**config.mk**
```make
export PLATFORM = sky130hd
export DESIGN_NAME = pipe_stage_reg
export DESIGN_NICKNAME = d
export VERILOG_FILES = /design/src/rtl/pipe_stage_reg_pkg.sv /design/src/rtl/pipe_stage_reg_register.sv /design/src/rtl/pipe_stage_reg.sv
export SDC_FILE = /design/constraint.sdc
export NUM_CORES = 1
export LEC_CHECK = 0
export ABC_AREA = 1
export CAP_MARGIN = 10
export CORE_AREA = 3 3 98 193
export DETAILED_ROUTE_END_ITERATION = 10
export DIE_AREA = 0 0 101 196
export DONT_BUFFER_PORTS = 1
export PLACE_DENSITY = 0.48
export REMOVE_ABC_BUFFERS = 1
export SLEW_MARGIN = 20
export SYNTH_ARGS = -nofsm -noshare
export SYNTH_HDL_FRONTEND = slang
export SYNTH_HIERARCHICAL = 1
export SYNTH_SLANG_ARGS = --single-unit
export TNS_END_PERCENT = 50
```
**constraint.sdc**
```tcl
create_clock -name clk -period 2.02 [get_ports clk]
set_input_delay 0.404 -clock clk [delete_from_list [all_inputs] [get_ports clk]]
set_output_delay 0.404 -clock clk [all_outputs]
set_load 0.01 [all_outputs]
```
**src/rtl/pipe_stage_reg_pkg.sv**
```systemverilog
// Shared pipeline definitions: per-stage payload widths, the stage-register
// state encoding and the bubble (NOP) payload for each inter-stage register.
// Stage wrappers pack their fields into these payload widths; a NOP payload
// is all zeros so that write enables and halt in a bubble read back as 0.
package pipe_stage_reg_pkg;

  localparam int FD_PAYLOAD_W = 64;
  localparam int DX_PAYLOAD_W = 128;
  localparam int XM_PAYLOAD_W = 112;
  localparam int MW_PAYLOAD_W = 80;

  localparam logic [FD_PAYLOAD_W-1:0] FD_NOP = '0;
  localparam logic [DX_PAYLOAD_W-1:0] DX_NOP = '0;
  localparam logic [XM_PAYLOAD_W-1:0] XM_NOP = '0;
  localparam logic [MW_PAYLOAD_W-1:0] MW_NOP = '0;

  // Value doubles as the occupancy count.
  typedef enum logic [1:0] {
    PS_EMPTY = 2'd0,
    PS_ONE   = 2'd1,
    PS_TWO   = 2'd2
  } ps_state_e;

endpackage

```
**src/rtl/pipe_stage_reg_register.sv**
```systemverilog
// Generic enabled register with synchronous active-high reset.
//   clk : rising-edge clock
//   rst : synchronous reset, loads RST_VALUE (wins over en)
//   en  : load d
//   d/q : SIZE-bit data in / registered data out
module pipe_stage_reg_register #(
  parameter int              SIZE      = 1,
  parameter logic [SIZE-1:0] RST_VALUE = '0
) (
  input  logic            clk,
  input  logic            rst,
  input  logic            en,
  input  logic [SIZE-1:0] d,
  output logic [SIZE-1:0] q
);

  always_ff @(posedge clk) begin
    if (rst)     q <= RST_VALUE;
    else if (en) q <= d;
  end

endmodule

```
**src/rtl/pipe_stage_reg.sv**
```systemverilog
// Handshaked pipeline-stage register carrying one packed payload.
//   clk, rst          : clock, synchronous active-high reset
//   flush             : synchronous kill of every held entry (same as reset)
//   in_valid/in_ready : upstream handshake, in_data payload
//   out_valid/out_ready: downstream handshake, out_data payload
//   occupancy         : entries held after the last edge (0..2)
// SKID=1 adds a second entry so in_ready comes straight from a flop;
// SKID=0 holds one entry and in_ready is combinational.
module pipe_stage_reg
  import pipe_stage_reg_pkg::*;
#(
  parameter int               WIDTH     = 64,
  parameter bit               SKID      = 1'b1,
  parameter logic [WIDTH-1:0] NOP_VALUE = '0
) (
  input  logic             clk,
  input  logic             rst,
  input  logic             flush,
  input  logic             in_valid,
  output logic             in_ready,
  input  logic [WIDTH-1:0] in_data,
  output logic             out_valid,
  input  logic             out_ready,
  output logic [WIDTH-1:0] out_data,
  output logic [1:0]       occupancy
);

  // Flush behaves exactly like reset on every piece of state.
  logic kill;
  assign kill = rst | flush;

  logic [1:0]       state_q;
  ps_state_e        state, state_nxt;
  logic [WIDTH-1:0] main_q, skid_q, main_d;
  logic             main_en, skid_en;
  logic             rdy_q;
  logic             in_fire;

  assign state     = ps_state_e'(state_q);
  assign out_valid = (state != PS_EMPTY);
  // main is reloaded with NOP whenever the stage empties, so no output mux.
  assign out_data  = main_q;
  assign occupancy = state_q;
  assign in_ready  = SKID ? rdy_q : (~out_valid | out_ready);
  assign in_fire   = in_valid & in_ready;

  // With SKID=0 the TWO branch is unreachable: in ONE, in_ready equals
  // out_ready, so a push always coincides with a pop.
  always_comb begin
    state_nxt = state;
    main_en   = 1'b0;
    main_d    = in_data;
    skid_en   = 1'b0;
    unique case (state)
      PS_EMPTY: begin
        if (in_fire) begin
          state_nxt = PS_ONE;
          main_en   = 1'b1;
        end
      end
      PS_ONE: begin
        if (in_fire && out_ready) begin
          main_en = 1'b1;
        end else if (in_fire) begin
          state_nxt = PS_TWO;
          skid_en   = 1'b1;
        end else if (out_ready) begin
          state_nxt = PS_EMPTY;
          main_en   = 1'b1;
          main_d    = NOP_VALUE;
        end
      end
      PS_TWO: begin
        if (out_ready) begin
          state_nxt = PS_ONE;
          main_en   = 1'b1;
          main_d    = skid_q;
        end
      end
      default: state_nxt = PS_EMPTY;
    endcase
  end

  pipe_stage_reg_register #(.SIZE(2), .RST_VALUE(PS_EMPTY)) u_state (
    .clk(clk), .rst(kill), .en(1'b1), .d(state_nxt), .q(state_q)
  );

  pipe_stage_reg_register #(.SIZE(WIDTH), .RST_VALUE(NOP_VALUE)) u_main (
    .clk(clk), .rst(kill), .en(main_en), .d(main_d), .q(main_q)
  );

  // Skid entry; write enable is tied off when SKID=0 so it folds away.
  pipe_stage_reg_register #(.SIZE(WIDTH), .RST_VALUE(NOP_VALUE)) u_skid (
    .clk(clk), .rst(kill), .en(skid_en & SKID), .d(in_data), .q(skid_q)
  );

  // Registered ready: precomputed from next state, so no out_ready->in_ready path.
  pipe_stage_reg_register #(.SIZE(1), .RST_VALUE(1'b1)) u_rdy (
    .clk(clk), .rst(kill), .en(1'b1), .d(state_nxt != PS_TWO), .q(rdy_q)
  );

endmodule

```
# Word-level counts from Yosys, hierarchy flattened
# Cells that the tools add are included.
[totals]
ff_bits = 131
input_bits = 69
wordCells = 30
[classes]
eq_ne = 3
n_mux = 18
bitwise_logic = 2
reduce_logical = 3
[op_table]
columns = ["cell", "n"]
rows = [
  ["$mux 64", 4],
  ["$pmux 64 s2", 1],
  ["$mux 2", 5],
  ["$mux 1", 6],
  ["$pmux 2 s3", 1],
  ["$pmux 1 s3", 1],
  ["$eq 2x1->1 const B", 1],
  ["$eq 2x2->1 const B", 1],
  ["$logic_not 2->1", 1],
  ["$ne 2x2->1 const B", 1],
  ["$reduce_bool 2->1", 1],
  ["$and 1x1->1", 1],
  ["$logic_and 1x1->1", 1],
  ["$or 1x1->1", 1],
]

# Longest topological paths before layout
# Gate-level depths: netlist of run 1.
[depth]
depth_word = 5
ltp_mapped = 12
ltp_nobuf = 12

# By module
# Netlist of run 1, hierarchy kept.
[modules_own_cells]
columns = ["mod", "instances", "cells_each", "area_each_um2", "seq_area_each_um2"]
rows = [
  ["pipe_stage_reg_register at u_main ...", 2, 405, 2666.3, 1281.2],
  ["pipe_stage_reg", 1, 246, 1117.3, 0.0],
  ["pipe_stage_reg_register at u_state", 1, 13, 81.3, 40.0],
  ["pipe_stage_reg_register at u_rdy", 1, 6, 47.5, 20.0],
]

# Least setup slack after synthesis of run 1
# OpenSTA, ideal clock, no wires.
[synth_path]
path_kind = "register to register"
from = "register u_state.q[0]"
to = "register u_main.q[3]"
setup_ns = 0.113
arrival_time_ns = 1.541
required_ns = 1.907
setup_slack_ns = 0.366
path_stages_with_launch = 10
n_path_buf = 1
period_less_slack_ns = 1.654
cell_sequence = "dfxtp_1 inv_1 ha_1 nand3_2 clkbuf_1 o21ai_1 inv_1 nand2_1 nand2_1 nor2_1"
[synth_between]
elab_chain_cells = 2
elab_cells_between_ends = 5
cone_classes = "eq/ne: 2; mux: 2; reduce/logical: 1"
[synth_rtl]
columns = ["item", "line", "text"]
rows = [
  ["from (decl)", "pipe_stage_reg_register.sv:14", "output logic [SIZE-1:0] q"],
  ["from (signal assigned)", "pipe_stage_reg_register.sv:18", "if (rst) q <= RST_VALUE;"],
  ["from (signal assigned)", "pipe_stage_reg_register.sv:19", "else if (en) q <= d;"],
  ["$eq 2x2->1 / $eq 2x1->1 (equally long branches)", "pipe_stage_reg.sv:54", "unique case (state)"],
  ["$pmux 64 s2 *", "pipe_stage_reg.sv:54", ""],
  ["net main_d[3]", "pipe_stage_reg.sv:34", "logic [WIDTH-1:0] main_q, skid_q, main_d;"],
  ["to (signal assigned)", "pipe_stage_reg_register.sv:18", ""],
  ["to (signal assigned)", "pipe_stage_reg_register.sv:19", ""],
  ["to (decl)", "pipe_stage_reg_register.sv:14", ""],
]
# Mark *: on every way through the listed nets, which the timed path passes. The rest lies on a longest branch.
# A chain may end at the register's enable or synchronous reset.

# Worst setup path in the final report of run 1
[layout_path]
from = "register u_state.q[1]"
to = "register u_main.q[10]"
[layout_between]
elab_chain_cells = 2
elab_cells_between_ends = 5
cone_classes = "eq/ne: 2; mux: 2; reduce/logical: 1"
[layout_rtl]
columns = ["item", "line", "text"]
rows = [
  ["$eq 2x2->1 (tied with other cells)", "pipe_stage_reg.sv:54", ""],
  ["$pmux 1 s3 *", "pipe_stage_reg.sv:54", ""],
  ["net main_en", "pipe_stage_reg.sv:35", "logic main_en, skid_en;"],
]
# Marks and branches as above.

==> summary.md, run 1 <==
| Metric | Value |
|---|---|
| Outcome | `completed` |
| Final cell count without fillers | `1,287` |
| Drt first pass iters | `5` |
| Worst setup SP type | `flop` |
| Nets | `1,138` |
| Remaining Overflow, GRT | `0` |
| CTS tree | `yes` |
| Most common cell after layout, fill and taps aside | `nand2_1` |
| Ant diodes | `0` |
| Site Rows | `68` |
| HP Start | `in_data[9]` |
| Clock sink count | `131` |
| GPL Wtd Cong | `0.847` |
| Buf+Inv Stages, Crit Path | `4` |
| WL/cell | `12.5 µm` |
| Vias per Instance | `4.33` |
| Final Hold Vio Count | `0` |
| Vias | `5,572` |
| Worst-Skew Late Latency | `0.42 ns` |
| Mapped Avg Cell Area | `6.12 µm²` |
| Final worst path period share | `0.932` |
| Layout cells sized above 1 | `0.0566` |
| Core area | `17,500 µm²` |
| Mapped Cells | `1,075` |
| Final antenna-violating net count | `0` |
| Clk root buf | `clkbuf_16` |
| Max Slew Vio Count | `0` |
| RR Startpoint | `u_state/q[1]` |
| Die width | `101 µm` |
| Largest net degree at the start of global routing | `75` |
| Yosys cell types | `19` |
| Vias in the first global route | `4,938` |
| Worst hold path class | `input pin to flop` |
| # fillers | `1,949` |
| Final min period | `1.88 ns` |
| Pwr Density | `918 nW/µm²` |
| Number of H-tree levels | `4` |
| Initial antenna violation count | `0` |
| Final setup violation count | `0` |
| Final instance area | `7330 µm²` |
| CP dominant cell by count | `nor2_1` |
| Number of max-cap violations | `0` |
| Synth Register Bits | `131` |
| Dpl hpwl | `9.93 mm` |
| Largest cells by area after synthesis | `dfxtp_1, nand2_1, nor2_1` |
| Placed cell count | `1,252` |
| Post-Syn Area | `6580 µm²` |
| Die Ht | `196 µm` |
| Final wirelength | `16.0 mm` |
| Share of the synthesized area in the top cell type | `0.399` |
| Hold endpoint | `u_skid/q[9]` |
| All-Layer GR Usage | `0.161` |
| Cell taking the most area after synthesis | `dfxtp_1` |
| Overall Power | `6.73 mW` |
| Port Buffers | `0` |
| CP Max Fanout | `37` |
| Worst path slowest cell | `dfxtp_1` |
| R2R cell count | `11` |
| Starting Density | `0.375` |
| CTS Hold Bufs | `0` |
| P&R area growth vs syn | `11.4%` |
| Final Skew | `0.0101 ns` |
| Clock Path Buffers | `2` |
| DRC viols | `0` |
| FF-to-FF End | `u_main/q[10]` |
| VDD IR max | `0.511 mV` |
| Commonest non-fill, non-tap cells in the layout | `nand2_1, nor2_1, inv_1, dfxtp_1, o21ai_1` |
| Hold Path Cell Cnt | `4` |
| Largest delay contributor family on the critical path | `simple AND/OR/NAND/NOR gates` |
| Critical Path Max Stage Delay | `0.35 ns` |
| Synth Warn # | `6` |
| Worst path arrival time | `2.20 ns` |
| First-pass GRT wire length | `25.2 mm` |
| CP required | `2.33 ns` |
| Reg clk slew, reported paths | `0.06 ns` |
| Dpl cell area | `6640 µm²` |
| Setup TNS | `0 ns` |
| R2R Setup Slk | `0.14 ns` |
| I/O Pins | `137` |
| CP cell instances | `inv_1 -> ha_1 -> inv_1 -> nor2_1 -> nor2_1 -> nor2_4 -> buf_12 -> clkbuf_16 -> nand2_1 -> nand2_1 -> nor2_1` |
| CTS Buf Count | `17` |
| Die area | `19,800 µm²` |
| CP endpoint kind | `flop` |
| Crit path kind | `flop to flop` |
| 1st-iter DRT viols | `158` |
| Sequential fraction of the synthesis area | `0.399` |
| Hold Slack | `0.169 ns` |
| FMAX | `0.531 GHz` |
| Static Leak | `3.38 nW` |
[tightest hold or removal path: stages]
cell	delay, ns
inv_1	0.03
nand2_1	0.04
nand2_1	0.05
nor2_1	0.03
[per-layer routing]
metal / up-vias / global-route usage / share of wire
met5: - / 0 / 0
met4: 0 / 0.0621 / 0.017
met3: 20 / 0.0452 / 0.053
met2: 93 / 0.290 / 0.52
met1: 2414 / 0.175 / 0.41
li1: 3045 / - / -
[per-stage QoR]
stage / setup WS, ns / util
global placement: 0.196 / 0.379
global route: -0.00842 / 0.418
CTS: 0.172 / 0.414
floorplan: -3.20 / -
detailed placement: 0.181 / 0.379
finish: 0.138 / 0.418
[cell families after synthesis]
family / Yosys count / share of synthesized area
fa+ha+maj: 4 / 0.00761
other cells: 1 / 0.000570
flops: 131 / 0.399
simple gates: 614 / 0.356
buf+inv: 259 / 0.187
compound gates: 66 / 0.0502
[cell usage after synthesis]
master    count
buf_2        12
nand3_4       1
inv_2         2
inv_1       205
nand3_1       3
or2_2         1
a21oi_1       1
nand3_2       2
ha_1          4
nand2_2       3
conb_1        1
buf_4         4
clkbuf_1      6
o21ai_0       5
nand2_1     337
dfxtp_1     131
buf_6        30
o21ai_1      60
nor2_1      267
[sequential cells by signal, summed over array words and instances, names as in the netlist]
signal,cells
u_rdy/q,1
u_skid/q,64
u_main/q,64
u_state/q,2
[report_power, final]
group	switching [mW]	total [mW]	internal [mW]	leakage, nW
sequential	0.0950	2.77	2.67	1.06
combinational	0.448	0.737	0.290	2.02
clock	1.18	3.23	2.05	0.294
[area by class of cell]
type	count	area, µm²	area share
Timing Repair Buffer	18	283	0.0386
Clock inverter	14	189	0.0258
Sequential cell	131	2620	0.358
Tap cell	210	263	0.0358
Clock buffer	17	425	0.0580
Multi-Input combinational cell	690	2770	0.378
Inverter	207	777	0.106
[how the worst max path moves through the flow]
stage,from,end,depth (start not counted)
finish,u_state/q[1],u_main/q[10],11
detailed placement,u_state/q[1],u_main/q[53],10
floorplan,u_state/q[1],u_main/q[61],9
global placement,u_state/q[1],u_main/q[31],10
CTS,u_state/q[1],u_main/q[11],10
global route,u_state/q[1],u_main/q[0],11
[repair_timing]
| action | 4_1_cts | 5_1_grt |
|---|---|---|
| endpoints found under the setup margin | 0 | 6 |
| setup buffers | 0 | 2 |
| gates resized for setup | 0 | 1 |
Power figures use the tool's default switching activity.
==> run 2: changes to the inputs <==
CTS_CLUSTER_DIAMETER = 60   (was not set)
==> results of run 2 <==
No change in the layout: final DEF, timing and power equal those of run 1.
==> run 3: changes to the inputs <==
CTS_BUF_LIST = sky130_fd_sc_hd__clkbuf_8   (was not set)
==> summary.md, run 3 (synthesis gave the netlist of run 1 again) <==
| Metric | Value |
|---|---|
| Outcome | `completed (unchanged)` |
| Remaining Overflow, GRT | `0 (unchanged)` |
| Site Rows | `68 (unchanged)` |
| FMAX | `0.530 GHz (was 0.531 GHz)` |
| CP endpoint kind | `flop (unchanged)` |
| Drt first pass iters | `5 (unchanged)` |
| CP cell instances | `inv_1 -> ha_1 -> inv_1 -> nor2_1 -> nor2_1 -> nor2_4 -> buf_12 -> clkbuf_16 -> nand2_1 -> nand2_1 -> nor2_1 (unchanged)` |
| Final worst path period share | `0.933 (was 0.932)` |
| Commonest non-fill, non-tap cells in the layout | `nand2_1, nor2_1, inv_1, dfxtp_1, o21ai_1 (unchanged)` |
| Layout cells sized above 1 | `0.0566 (unchanged)` |
| HP Start | `in_data[55] (was in_data[9])` |
| Worst setup SP type | `flop (unchanged)` |
| Die Ht | `196 µm (unchanged)` |
| Combinational group share of total power | `0.125 (was 0.110)` |
| Vias | `5,549 (was 5,572)` |
| Number of max-cap violations | `0 (unchanged)` |
| Switching part of the total power | `0.273 (was 0.255)` |
| Power share of the clock group | `0.407 (was 0.480)` |
| Internal cell power | `4.29 mW (was 5.01 mW)` |
| CP dominant cell by count | `nor2_1 (unchanged)` |
| Vias in the first global route | `4,917 (was 4,938)` |
| Multi-input gate area | `2770 µm² (unchanged)` |
| R2R cell count | `11 (unchanged)` |
| Top Registers | `u_main/q (64), u_skid/q (64), u_state/q (2) (unchanged)` |
| FF+latch area | `2620 µm² (unchanged)` |
| RR Startpoint | `u_state/q[1] (unchanged)` |
| Largest net degree at the start of global routing | `75 (unchanged)` |
| Final setup violation count | `0 (unchanged)` |
| Die width | `101 µm (unchanged)` |
| Worst hold path class | `input pin to flop (unchanged)` |
| Crit path kind | `flop to flop (unchanged)` |
| Worst-Skew Late Latency | `0.44 ns (was 0.42 ns)` |
| R2R Setup Slk | `0.13 ns (was 0.14 ns)` |
| WL/cell | `12.5 µm (about the same)` |
| Number of H-tree levels | `4 (unchanged)` |
| Clk root buf | `clkbuf_8 (was clkbuf_16)` |
| Final Hold Vio Count | `0 (unchanged)` |
| I/O Pins | `137 (unchanged)` |
| Critical Path Max Stage Delay | `0.36 ns (was 0.35 ns)` |
| Buf+Inv Stages, Crit Path | `4 (unchanged)` |
| Worst path slowest cell | `dfxtp_1 (unchanged)` |
| CTS tree | `yes (unchanged)` |
| 1st-iter DRT viols | `153 (was 158)` |
| Ant diodes | `0 (unchanged)` |
| Overall Power | `5.90 mW (was 6.73 mW)` |
| Dpl hpwl | `9.93 mm (unchanged)` |
| Starting Density | `0.375 (unchanged)` |
| GPL Wtd Cong | `0.847 (unchanged)` |
| FF-to-FF End | `u_main/q[26] (was u_main/q[10])` |
| First-pass GRT wire length | `25.1 mm (was 25.2 mm)` |
| Hold endpoint | `u_skid/q[55] (was u_skid/q[9])` |
| Most common cell after layout, fill and taps aside | `nand2_1 (unchanged)` |
| Die area | `19,800 µm² (unchanged)` |
| Final Skew | `0.0101 ns (about the same)` |
| Port Buffers | `0 (unchanged)` |
| Initial antenna violation count | `0 (unchanged)` |
| Reg clk slew, reported paths | `0.08 ns (was 0.06 ns)` |
| Max Slew Vio Count | `0 (unchanged)` |
| Placed cell count | `1,252 (unchanged)` |
| CP required | `2.36 ns (was 2.33 ns)` |
| Net switching power | `1.61 mW (was 1.72 mW)` |
| Hold Path Cell Cnt | `4 (unchanged)` |
| Static Leak | `3.30 nW (was 3.38 nW)` |
| Clock Path Buffers | `2 (unchanged)` |
| Seq pwr share | `0.468 (was 0.411)` |
| Final antenna-violating net count | `0 (unchanged)` |
| Core area | `17,500 µm² (unchanged)` |
| Clock sink count | `131 (unchanged)` |
| All-Layer GR Usage | `0.161 (about the same)` |
| Final min period | `1.89 ns (was 1.88 ns)` |
| Final wirelength | `16.1 mm (was 16.0 mm)` |
| Vias per Instance | `4.31 (was 4.33)` |
| CTS Buf Count | `17 (unchanged)` |
| Worst path arrival time | `2.22 ns (was 2.20 ns)` |
| P&R area growth vs syn | `8.54% (was 11.4%)` |
| CP Max Fanout | `37 (unchanged)` |
| Largest delay contributor family on the critical path | `simple AND/OR/NAND/NOR gates (unchanged)` |
| DRC viols | `0 (unchanged)` |
| Final cell count without fillers | `1,287 (unchanged)` |
| Nets | `1,138 (unchanged)` |
| Pwr Density | `826 nW/µm² (was 918 nW/µm²)` |
| # fillers | `1,973 (was 1,949)` |
| VDD IR max | `0.383 mV (was 0.511 mV)` |
==> run 3: worst max path at each step <==
| stage | start | endpoint | slack (ns) | cells past startpoint |
|---|---|---|---|---|
| 2_1_floorplan | u_state/q[1] | u_main/q[61] | -3.20 | 9 |
| 6_report | u_state/q[1] | u_main/q[26] | 0.13 | 11 |
| 5_1_grt | u_state/q[1] | u_main/q[0] | -0.008 | 11 |
| 4_1_cts | u_state/q[1] | u_main/q[11] | 0.16 | 10 |
| 3_3_place_gp | u_state/q[1] | u_main/q[31] | 0.20 | 10 |
| 3_5_place_dp | u_state/q[1] | u_main/q[53] | 0.18 | 10 |
==> run 3: cell type report <==
class,count,share of cell area
clock buffer,17,0.0328
clock inverter,14,0.0265
inverter,207,0.109
multi-input combinational,690,0.388
sequential,131,0.367
tap,210,0.0368
timing repair buffer,18,0.0396
==> run 3: repair_timing <==
| action | in CTS | in global routing |
|---|---|---|
| resized for setup | 0 | 1 |
| setup buffers | 0 | 2 |
| hold buffers | 0 | 0 |
| setup endpoints to repair | 0 | 13 |
| hold endpoints to repair | 0 | 0 |
==> run 3: power groups by stage <==
stage	Sequential, mW	Combinational (mW)	Clock (mW)
finish	2.76	0.739	2.40
global route	2.77	0.867	2.60
CTS	2.77	0.703	2.51
detailed placement	2.83	0.701	0
global placement	2.83	0.697	0
floorplan	2.80	0.573	0
==> run 3: routing by layer <==
layer	routed length (µm)	GRT usage	vias up
li1	-	-	3043
met2	8440	0.290	91
met3	824	0.0463	17
met4	210	0.0592	0
met5	0	0	-
met1	6630	0.175	2398
==> run 3: worst register-to-register path, delay by kind of cell, from the launching register on <==
kind | cells | cell delay, ns
simple gates | 6 | 0.64
flops | 1 | 0.36
fa+ha+maj | 1 | 0.20
buf+inv | 4 | 0.59
==> run 3: metrics by stage <==
step	hold slack (ns)	worst slack (ns)	util	area, µm²	setup TNS, ns
after floorplan	0.449	-3.20	-	6150	-395.36
after global placement	0.457	0.196	0.379	6640	0
after detailed placement	0.462	0.181	0.379	6640	0
after CTS	0.0999	0.163	0.403	7060	0
after global routing	0.119	-0.00817	0.407	7140	-0.0184
final	0.146	0.135	0.407	7140	0
